$ cat src/rtl/decode_stage_pkg.sv
// -----------------------------------------------------------------------------
// decode_stage_pkg
// Shared definitions for the decode stage: ALU and branch control codes,
// RV32 opcode / funct constants, the skid-buffer state encoding and the
// decoded control bundle carried through the skid buffer.
// Related build macro: DECODE_ILLEGAL_EN (consumed by decode_core).
// -----------------------------------------------------------------------------
package decode_stage_pkg;

    localparam logic TRUE  = 1'b1;
    localparam logic FALSE = 1'b0;

    typedef enum logic [3:0] {
        ALU_AND = 4'd0,
        ALU_OR  = 4'd1,
        ALU_ADD = 4'd2,
        ALU_SUB = 4'd3
    } alu_op_e;

    typedef enum logic [2:0] {
        BR_NO_JUMP = 3'd0,
        BR_BEQ     = 3'd1,
        BR_BLT     = 3'd2,
        BR_JAL     = 3'd3
    } branch_e;

    localparam logic [6:0] OPC_LOAD   = 7'b0000011;
    localparam logic [6:0] OPC_STORE  = 7'b0100011;
    localparam logic [6:0] OPC_OP     = 7'b0110011;
    localparam logic [6:0] OPC_OP_IMM = 7'b0010011;
    localparam logic [6:0] OPC_BRANCH = 7'b1100011;
    localparam logic [6:0] OPC_LUI    = 7'b0110111;
    localparam logic [6:0] OPC_JAL    = 7'b1101111;

    localparam logic [2:0] F3_LW  = 3'b010;
    localparam logic [2:0] F3_SW  = 3'b010;
    localparam logic [2:0] F3_ADD = 3'b000;
    localparam logic [2:0] F3_AND = 3'b111;
    localparam logic [2:0] F3_OR  = 3'b110;
    localparam logic [2:0] F3_BEQ = 3'b000;
    localparam logic [2:0] F3_BLT = 3'b100;

    localparam logic [6:0] F7_BASE = 7'b0000000;
    localparam logic [6:0] F7_ALT  = 7'b0100000;

    typedef enum logic [1:0] {
        ST_EMPTY = 2'd0,
        ST_ONE   = 2'd1,
        ST_FULL  = 2'd2
    } skid_state_e;

    typedef struct packed {
        logic [4:0] rs1;
        logic [4:0] rs2;
        logic [4:0] rd;
        alu_op_e    alu;
        branch_e    branch;
        logic       reg_we;
        logic       mem_we;
        logic       mem_re;
        logic       reg_sel;
        logic       illegal;
    } ctrl_t;

    localparam ctrl_t CTRL_RESET = '{
        rs1:     5'd0,
        rs2:     5'd0,
        rd:      5'd0,
        alu:     ALU_AND,
        branch:  BR_NO_JUMP,
        reg_we:  1'b0,
        mem_we:  1'b0,
        mem_re:  1'b0,
        reg_sel: 1'b0,
        illegal: 1'b0
    };

endpackage

$ cat src/rtl/decode_core.sv
// -----------------------------------------------------------------------------
// decode_core
// Purely combinational instruction decoder: 32-bit instruction in, control
// bundle plus sign-extended immediate out.
//   insn  in   32    raw instruction word
//   ctrl  out  ctrl_t register fields, ALU/branch codes, enables, illegal
//   imm   out  XLEN  I/S/B/U/J immediate, sign-extended (0 for R-type)
// Build macro DECODE_ILLEGAL_EN: when defined, unmatched encodings raise
// ctrl.illegal; otherwise illegal is constant 0.
// -----------------------------------------------------------------------------
module decode_core
    import decode_stage_pkg::*;
#(
    parameter int XLEN = 32
) (
    input  logic [31:0]     insn,
    output ctrl_t           ctrl,
    output logic [XLEN-1:0] imm
);

`ifdef DECODE_ILLEGAL_EN
    localparam logic ILLEGAL_FLAG = TRUE;
`else
    localparam logic ILLEGAL_FLAG = FALSE;
`endif

    logic signed [31:0] imm_i;
    logic signed [31:0] imm_s;
    logic signed [31:0] imm_b;
    logic signed [31:0] imm_u;
    logic signed [31:0] imm_j;
    logic signed [31:0] imm_sel;

    function automatic logic [XLEN-1:0] sext32(input logic signed [31:0] v);
        return XLEN'(v);
    endfunction

    assign imm_i = {{20{insn[31]}}, insn[31:20]};
    assign imm_s = {{20{insn[31]}}, insn[31:25], insn[11:7]};
    assign imm_b = {{19{insn[31]}}, insn[31], insn[7], insn[30:25], insn[11:8], 1'b0};
    assign imm_u = {insn[31:12], 12'b0};
    assign imm_j = {{11{insn[31]}}, insn[31], insn[19:12], insn[20], insn[30:21], 1'b0};

    always_comb begin
        ctrl     = CTRL_RESET;
        ctrl.rs1 = insn[19:15];
        ctrl.rs2 = insn[24:20];
        ctrl.rd  = insn[11:7];
        imm_sel  = '0;
        // Match key is {funct7, funct3, opcode}; funct7 only matters for R-type.
        casez ({insn[31:25], insn[14:12], insn[6:0]})
            {7'b???????, F3_LW, OPC_LOAD}: begin
                ctrl.reg_we = TRUE;
                ctrl.mem_re = TRUE;
                ctrl.alu    = ALU_ADD;
                imm_sel     = imm_i;
            end
            {7'b???????, F3_SW, OPC_STORE}: begin
                ctrl.mem_we = TRUE;
                ctrl.alu    = ALU_ADD;
                imm_sel     = imm_s;
            end
            {F7_BASE, F3_ADD, OPC_OP}: begin
                ctrl.reg_we  = TRUE;
                ctrl.reg_sel = TRUE;
                ctrl.alu     = ALU_ADD;
            end
            {F7_ALT, F3_ADD, OPC_OP}: begin
                ctrl.reg_we  = TRUE;
                ctrl.reg_sel = TRUE;
                ctrl.alu     = ALU_SUB;
            end
            {F7_BASE, F3_AND, OPC_OP}: begin
                ctrl.reg_we  = TRUE;
                ctrl.reg_sel = TRUE;
                ctrl.alu     = ALU_AND;
            end
            {F7_BASE, F3_OR, OPC_OP}: begin
                ctrl.reg_we  = TRUE;
                ctrl.reg_sel = TRUE;
                ctrl.alu     = ALU_OR;
            end
            {7'b???????, F3_ADD, OPC_OP_IMM}: begin
                ctrl.reg_we = TRUE;
                ctrl.alu    = ALU_ADD;
                imm_sel     = imm_i;
            end
            {7'b???????, F3_BEQ, OPC_BRANCH}: begin
                ctrl.alu    = ALU_SUB;
                ctrl.branch = BR_BEQ;
                imm_sel     = imm_b;
            end
            {7'b???????, F3_BLT, OPC_BRANCH}: begin
                ctrl.alu    = ALU_SUB;
                ctrl.branch = BR_BLT;
                imm_sel     = imm_b;
            end
            {7'b???????, 3'b???, OPC_LUI}: begin
                ctrl.reg_we = TRUE;
                ctrl.alu    = ALU_ADD;
                imm_sel     = imm_u;
            end
            {7'b???????, 3'b???, OPC_JAL}: begin
                ctrl.reg_we = TRUE;
                ctrl.alu    = ALU_ADD;
                ctrl.branch = BR_JAL;
                imm_sel     = imm_j;
            end
            default: begin
                ctrl.illegal = ILLEGAL_FLAG;
            end
        endcase
    end

    assign imm = sext32(imm_sel);

endmodule

$ cat src/rtl/decode_stage.sv
// -----------------------------------------------------------------------------
// decode_stage
// Registered decode stage with a two-entry skid buffer (output register plus
// one skid entry). Decoding happens in decode_core on the incoming word; the
// decoded bundle is what gets buffered.
//   clk, rst_n        clock, synchronous active-low reset
//   flush             drop everything buffered (and any same-cycle accept)
//   in_valid/in_ready upstream handshake; in_ready is a flop
//   in_insn, in_pc    instruction word and its PC
//   out_valid/out_ready downstream handshake
//   rs1, rs2, rd, imm, alu_ctr, branch_ctr, reg_we, mem_we, mem_re,
//   reg_sel, illegal, out_pc  registered decode result
// Build macro DECODE_ILLEGAL_EN enables the illegal flag (see decode_core).
// -----------------------------------------------------------------------------
module decode_stage
    import decode_stage_pkg::*;
#(
    parameter int XLEN  = 32,
    parameter int ALU_W = 4
) (
    input  logic             clk,
    input  logic             rst_n,
    input  logic             flush,
    input  logic             in_valid,
    output logic             in_ready,
    input  logic [31:0]      in_insn,
    input  logic [XLEN-1:0]  in_pc,
    output logic             out_valid,
    input  logic             out_ready,
    output logic [4:0]       rs1,
    output logic [4:0]       rs2,
    output logic [4:0]       rd,
    output logic [XLEN-1:0]  imm,
    output logic [ALU_W-1:0] alu_ctr,
    output logic [2:0]       branch_ctr,
    output logic             reg_we,
    output logic             mem_we,
    output logic             mem_re,
    output logic             reg_sel,
    output logic             illegal,
    output logic [XLEN-1:0]  out_pc
);

    ctrl_t           dec_ctrl;
    logic [XLEN-1:0] dec_imm;

    decode_core #(
        .XLEN(XLEN)
    ) u_decode_core (
        .insn(in_insn),
        .ctrl(dec_ctrl),
        .imm (dec_imm)
    );

    skid_state_e     state_q,     state_d;
    logic            in_ready_q,  in_ready_d;
    logic            out_valid_q, out_valid_d;
    ctrl_t           out_ctrl_q,  out_ctrl_d;
    logic [XLEN-1:0] out_imm_q,   out_imm_d;
    logic [XLEN-1:0] out_pc_q,    out_pc_d;
    ctrl_t           skid_ctrl_q, skid_ctrl_d;
    logic [XLEN-1:0] skid_imm_q,  skid_imm_d;
    logic [XLEN-1:0] skid_pc_q,   skid_pc_d;

    logic accept;
    logic pop;

    // Both handshakes use only flopped readiness/validity, so out_ready never
    // reaches in_ready combinationally.
    assign accept = in_valid & in_ready_q;
    assign pop    = out_valid_q & out_ready;

    always_comb begin
        state_d     = state_q;
        out_ctrl_d  = out_ctrl_q;
        out_imm_d   = out_imm_q;
        out_pc_d    = out_pc_q;
        skid_ctrl_d = skid_ctrl_q;
        skid_imm_d  = skid_imm_q;
        skid_pc_d   = skid_pc_q;

        if (flush) begin
            state_d = ST_EMPTY;
        end else begin
            case (state_q)
                ST_EMPTY: begin
                    if (accept) begin
                        state_d    = ST_ONE;
                        out_ctrl_d = dec_ctrl;
                        out_imm_d  = dec_imm;
                        out_pc_d   = in_pc;
                    end
                end
                ST_ONE: begin
                    if (accept && !pop) begin
                        // Output is stalled: park the new word in the skid entry.
                        state_d     = ST_FULL;
                        skid_ctrl_d = dec_ctrl;
                        skid_imm_d  = dec_imm;
                        skid_pc_d   = in_pc;
                    end else if (accept && pop) begin
                        out_ctrl_d = dec_ctrl;
                        out_imm_d  = dec_imm;
                        out_pc_d   = in_pc;
                    end else if (pop) begin
                        state_d = ST_EMPTY;
                    end
                end
                ST_FULL: begin
                    // in_ready is low here, so only a pop can happen.
                    if (pop) begin
                        state_d    = ST_ONE;
                        out_ctrl_d = skid_ctrl_q;
                        out_imm_d  = skid_imm_q;
                        out_pc_d   = skid_pc_q;
                    end
                end
                default: begin
                    state_d = ST_EMPTY;
                end
            endcase
        end

        in_ready_d  = (state_d != ST_FULL);
        out_valid_d = (state_d != ST_EMPTY);
    end

    always_ff @(posedge clk) begin
        if (!rst_n) begin
            state_q     <= ST_EMPTY;
            in_ready_q  <= TRUE;
            out_valid_q <= FALSE;
            out_ctrl_q  <= CTRL_RESET;
            out_imm_q   <= '0;
            out_pc_q    <= '0;
            skid_ctrl_q <= CTRL_RESET;
            skid_imm_q  <= '0;
            skid_pc_q   <= '0;
        end else begin
            state_q     <= state_d;
            in_ready_q  <= in_ready_d;
            out_valid_q <= out_valid_d;
            out_ctrl_q  <= out_ctrl_d;
            out_imm_q   <= out_imm_d;
            out_pc_q    <= out_pc_d;
            skid_ctrl_q <= skid_ctrl_d;
            skid_imm_q  <= skid_imm_d;
            skid_pc_q   <= skid_pc_d;
        end
    end

    assign in_ready   = in_ready_q;
    assign out_valid  = out_valid_q;
    assign rs1        = out_ctrl_q.rs1;
    assign rs2        = out_ctrl_q.rs2;
    assign rd         = out_ctrl_q.rd;
    assign imm        = out_imm_q;
    assign alu_ctr    = ALU_W'(out_ctrl_q.alu);
    assign branch_ctr = out_ctrl_q.branch;
    assign reg_we     = out_ctrl_q.reg_we;
    assign mem_we     = out_ctrl_q.mem_we;
    assign mem_re     = out_ctrl_q.mem_re;
    assign reg_sel    = out_ctrl_q.reg_sel;
    assign illegal    = out_ctrl_q.illegal;
    assign out_pc     = out_pc_q;

endmodule
$ cat config.mk
export PLATFORM = sky130hd
export DESIGN_NAME = decode_stage
export DESIGN_NICKNAME = d
export VERILOG_FILES = /design/src/rtl/decode_stage_pkg.sv /design/src/rtl/decode_core.sv /design/src/rtl/decode_stage.sv
export SDC_FILE = /design/constraint.sdc
export NUM_CORES = 1
export LEC_CHECK = 0
export ABC_AREA = 1
export BUFFER_PORTS_ARGS = -buffer_cell sky130_fd_sc_hd__clkbuf_2
export CAP_MARGIN = 20
export CORE_ASPECT_RATIO = 1.4
export CORE_MARGIN = 5
export CORE_UTILIZATION = 50
export DETAILED_ROUTE_END_ITERATION = 10
export HOLD_SLACK_MARGIN = 0.03
export PLACE_DENSITY = 0.81
export SETUP_SLACK_MARGIN = 0.3
export SYNTH_ARGS = -nofsm -noshare
export SYNTH_HDL_FRONTEND = slang
export SYNTH_SLANG_ARGS = --single-unit
$ cat constraint.sdc
create_clock -name clk -period 1.73 [get_ports clk]
set_clock_uncertainty 0.2 [all_clocks]
set_input_delay 0.173 -clock clk [delete_from_list [all_inputs] [get_ports clk]]
set_output_delay 0.173 -clock clk [all_outputs]
set_load 0.1 [all_outputs]
==> results.cfg <==
[pwr]
p_leak_uw = 0.00510
p_int_uw = 7440
power_uw = 11100
combPwrFrac_pct = 23.2
netSwitchingFraction_pct = 33.1
p_sw_uw = 3680
p_clk_share_pct = 36.9
pwr-share-seq_pct = 39.9
irDropWorstVdd_uv = 821
power.density_nw_per_um2 = 991

[sta]
worst_slew_pin_slew_ns = 0.608
rsz0062_at_grt = true
setup_viol = 11
layout_setup_ws_ns = -0.170
slew_headroom_pct = 59.7
whs_ns = -0.0940
post-route-period-util_pct = 110
slew_viol_final = 0
max_freq_mhz = 526
period_needed_ns = 1.90
hold_viol_final = 20

[floorplan]
die_area_sq_um = 18400
io_pins = 162
rows = 54
fp.coreArea_sq_um = 15500
die_h_microns = 159
initial_core_util_pct = 50.7
dieWidth_microns = 116

[clock_tree]
numCtsBuffers = 17
cts_tree = built
cts_htree_levels = 4
ctsLongestPathBuffers = 2
clk_latency_ns = 0.45
root_buffer = clkbuf_16
cts.sinks = 178
holdBufCountCts = 56
clk_pin_slew_worst_paths_ns = 0.08

[run]
cap_violations = 0

[setup_path]
cp_max_fo = 7
crit_start = state_q[1]
start_kind = register
worstPathArrival_ns = 2.02
cp-end-kind = register
cp_data_required_time_ns = 1.85
crit_type = register to register
r2r-start = state_q[1]

[yosys]
ys_warn_count = 0
synth.distinct_cells = 32
ys_seq_elements = 178
synthesis.area_sq_um = 7880
avgSynthCellArea_sq_um = 7.16
syn-instance-count = 1100
yosysSeqAreaShare_pct = 45.2

[cells_and_area]
final_common_cell = nand2_1
nNetsFinal = 1384
final_cell_mix = nand2_1, dfxtp_1, clkbuf_2
final_util_pct = 72.2
drive_gt1_share_pct = 26.9
num_antenna_cells = 0
areaGrowthSynthToFinish_pct = 42.5

[global_routing]
grt_overflow = 0
antenna_found_initial = 0
first_global_vias = 8276
grt_first_pass_wirelength_microns = 43200
grt_start_max_net_pins = 72
grtUsageTotal_pct = 29.9

[routing]
vias = 9094
drtIter0Drc = 1141
post-route-drc-count = 0
viasPerCell = 5.97
drtAntennaViolNets = 0
wire_per_inst_microns = 20.1
wl_microns = 30700
firstDrtPassIters = 9

[outcome]
status = finished with violations
violations = hold timing, setup timing

[min_path]
hold_start = rst_n
hold_class = input pin to register

[placement]
place_hpwl_microns = 15200
port-buffer-count = 157
place.gp.congestion = 1.03
sequential cells by signal, summed over array words and instances, names as in the netlist, 5 cells and up:
signal / flops
imm: 32
out_pc: 32
skid_imm_q: 32
skid_pc_q: 32
skid_ctrl_q: 23
rd: 5
rs1: 5
rs2: 5
final timing paths:
| path | end | slack, ns | cells after the start |
|---|---|---|---|
| max | out_pc[22] | -0.17 | 8 |
| min | rs2[3] | -0.09 | 3 |
| max reg2reg | out_pc[22] | -0.17 | 8 |
| min reg2reg | skid_pc_q[29] | 0.25 | 2 |
metrics by stage:
step           setup slack [ns]  setup TNS [ns]  cell area (sq um)  cells
3_3_place_gp             0.0356               0               8910   1404
2_1_floorplan           -0.0655           -2.50               8010   1103
3_5_place_dp            -0.0363          -0.208               8910   1404
4_1_cts                  0.0667               0              10700   1513
6_report                 -0.170          -0.592              11200   1523
5_1_grt                  -0.188           -3.98              11200   1523
per-layer routing:
metal  global-route usage (%)  vias up  share of wire, %
li1                         -     4080                 -
met1                     34.9     4137                35
met2                     49.8      671                47
met3                     7.76      206                11
met4                     16.2        0               7.7
met5                        0        -                 0
logic make-up after synthesis:
kind of cell / count (synthesis) / synth area share, %
buffers and inverters: 171 / 9.61
AOI/OAI and AO/OA: 344 / 23.4
DFF: 178 / 45.2
and+or+nand+nor: 406 / 21.7
other: 1 / 0.0476
Yosys cell counts:
master      n  share of area [%]
nand2_1   195                9.3
dfxtp_1   178                 45
o21ai_0   163                 10
nor2_1    142                6.8
a21oi_1   105                6.7
inv_1      81                3.9
a31oi_1    47                3.7
buf_2      38                2.4
clkbuf_1   33                1.6
nand3_1    32                2.0
nand4_1    16                1.3
o21ai_1    13               0.83
a21oi_2     9                1.0
buf_6       7                1.0
nor2_4      7                1.0
inv_2       6               0.29
nand2_2     6               0.48
buf_4       4               0.38
a211oi_1    2               0.19
buf_1       2              0.095
nand3_2     2               0.25
nor2_2      2               0.16
conb_1      1              0.048
nand2_4     1               0.14
nand3b_1    1              0.095
nand4_2     1               0.16
nor3_1      1              0.063
o211ai_1    1              0.095
o211ai_2    1               0.16
o21ai_4     1               0.21
o22ai_1     1              0.079
o31ai_1     1              0.095
what timing repair did:
| item | in CTS | in global routing |
|---|---|---|
| endpoints found under the setup margin | 265 | 266 |
| endpoints found under the hold margin | 127 | 20 |
| cloned | 13 | 6 |
| gates resized for setup | 93 | 125 |
| setup buffers | 9 | 4 |
| pin swaps | 5 | 5 |
power by group through the flow:
stage / Sequential, uW / Clock (uW) / Combinational (uW)
CTS: 4400 / 4070 / 2360
detailed placement: 4490 / 0 / 2040
global route: 4450 / 4320 / 2660
global placement: 4490 / 0 / 2010
finish: 4440 / 4110 / 2580
floorplan: 5540 / 0 / 536
final cells by class:
class                      instances  area [sq um]
fill                            1060          4310
multi-input combinational        754          3930
sequential                       178          3580
timing repair buffer             277          2530
clock buffer                      21           450
inverter                          87           334
tap                              196           245
clock inverter                    10           160
critical path: stages (launching register included):
cell	delay, ns
dfxtp_4	0.37
o21ai_4	0.17
o211ai_4	0.10
nor2_4	0.11
buf_12	0.14
buf_12	0.16
buf_12	0.13
o21ai_2	0.04
a31oi_1	0.34
No activity file was read; power rests on OpenSTA's default activity.
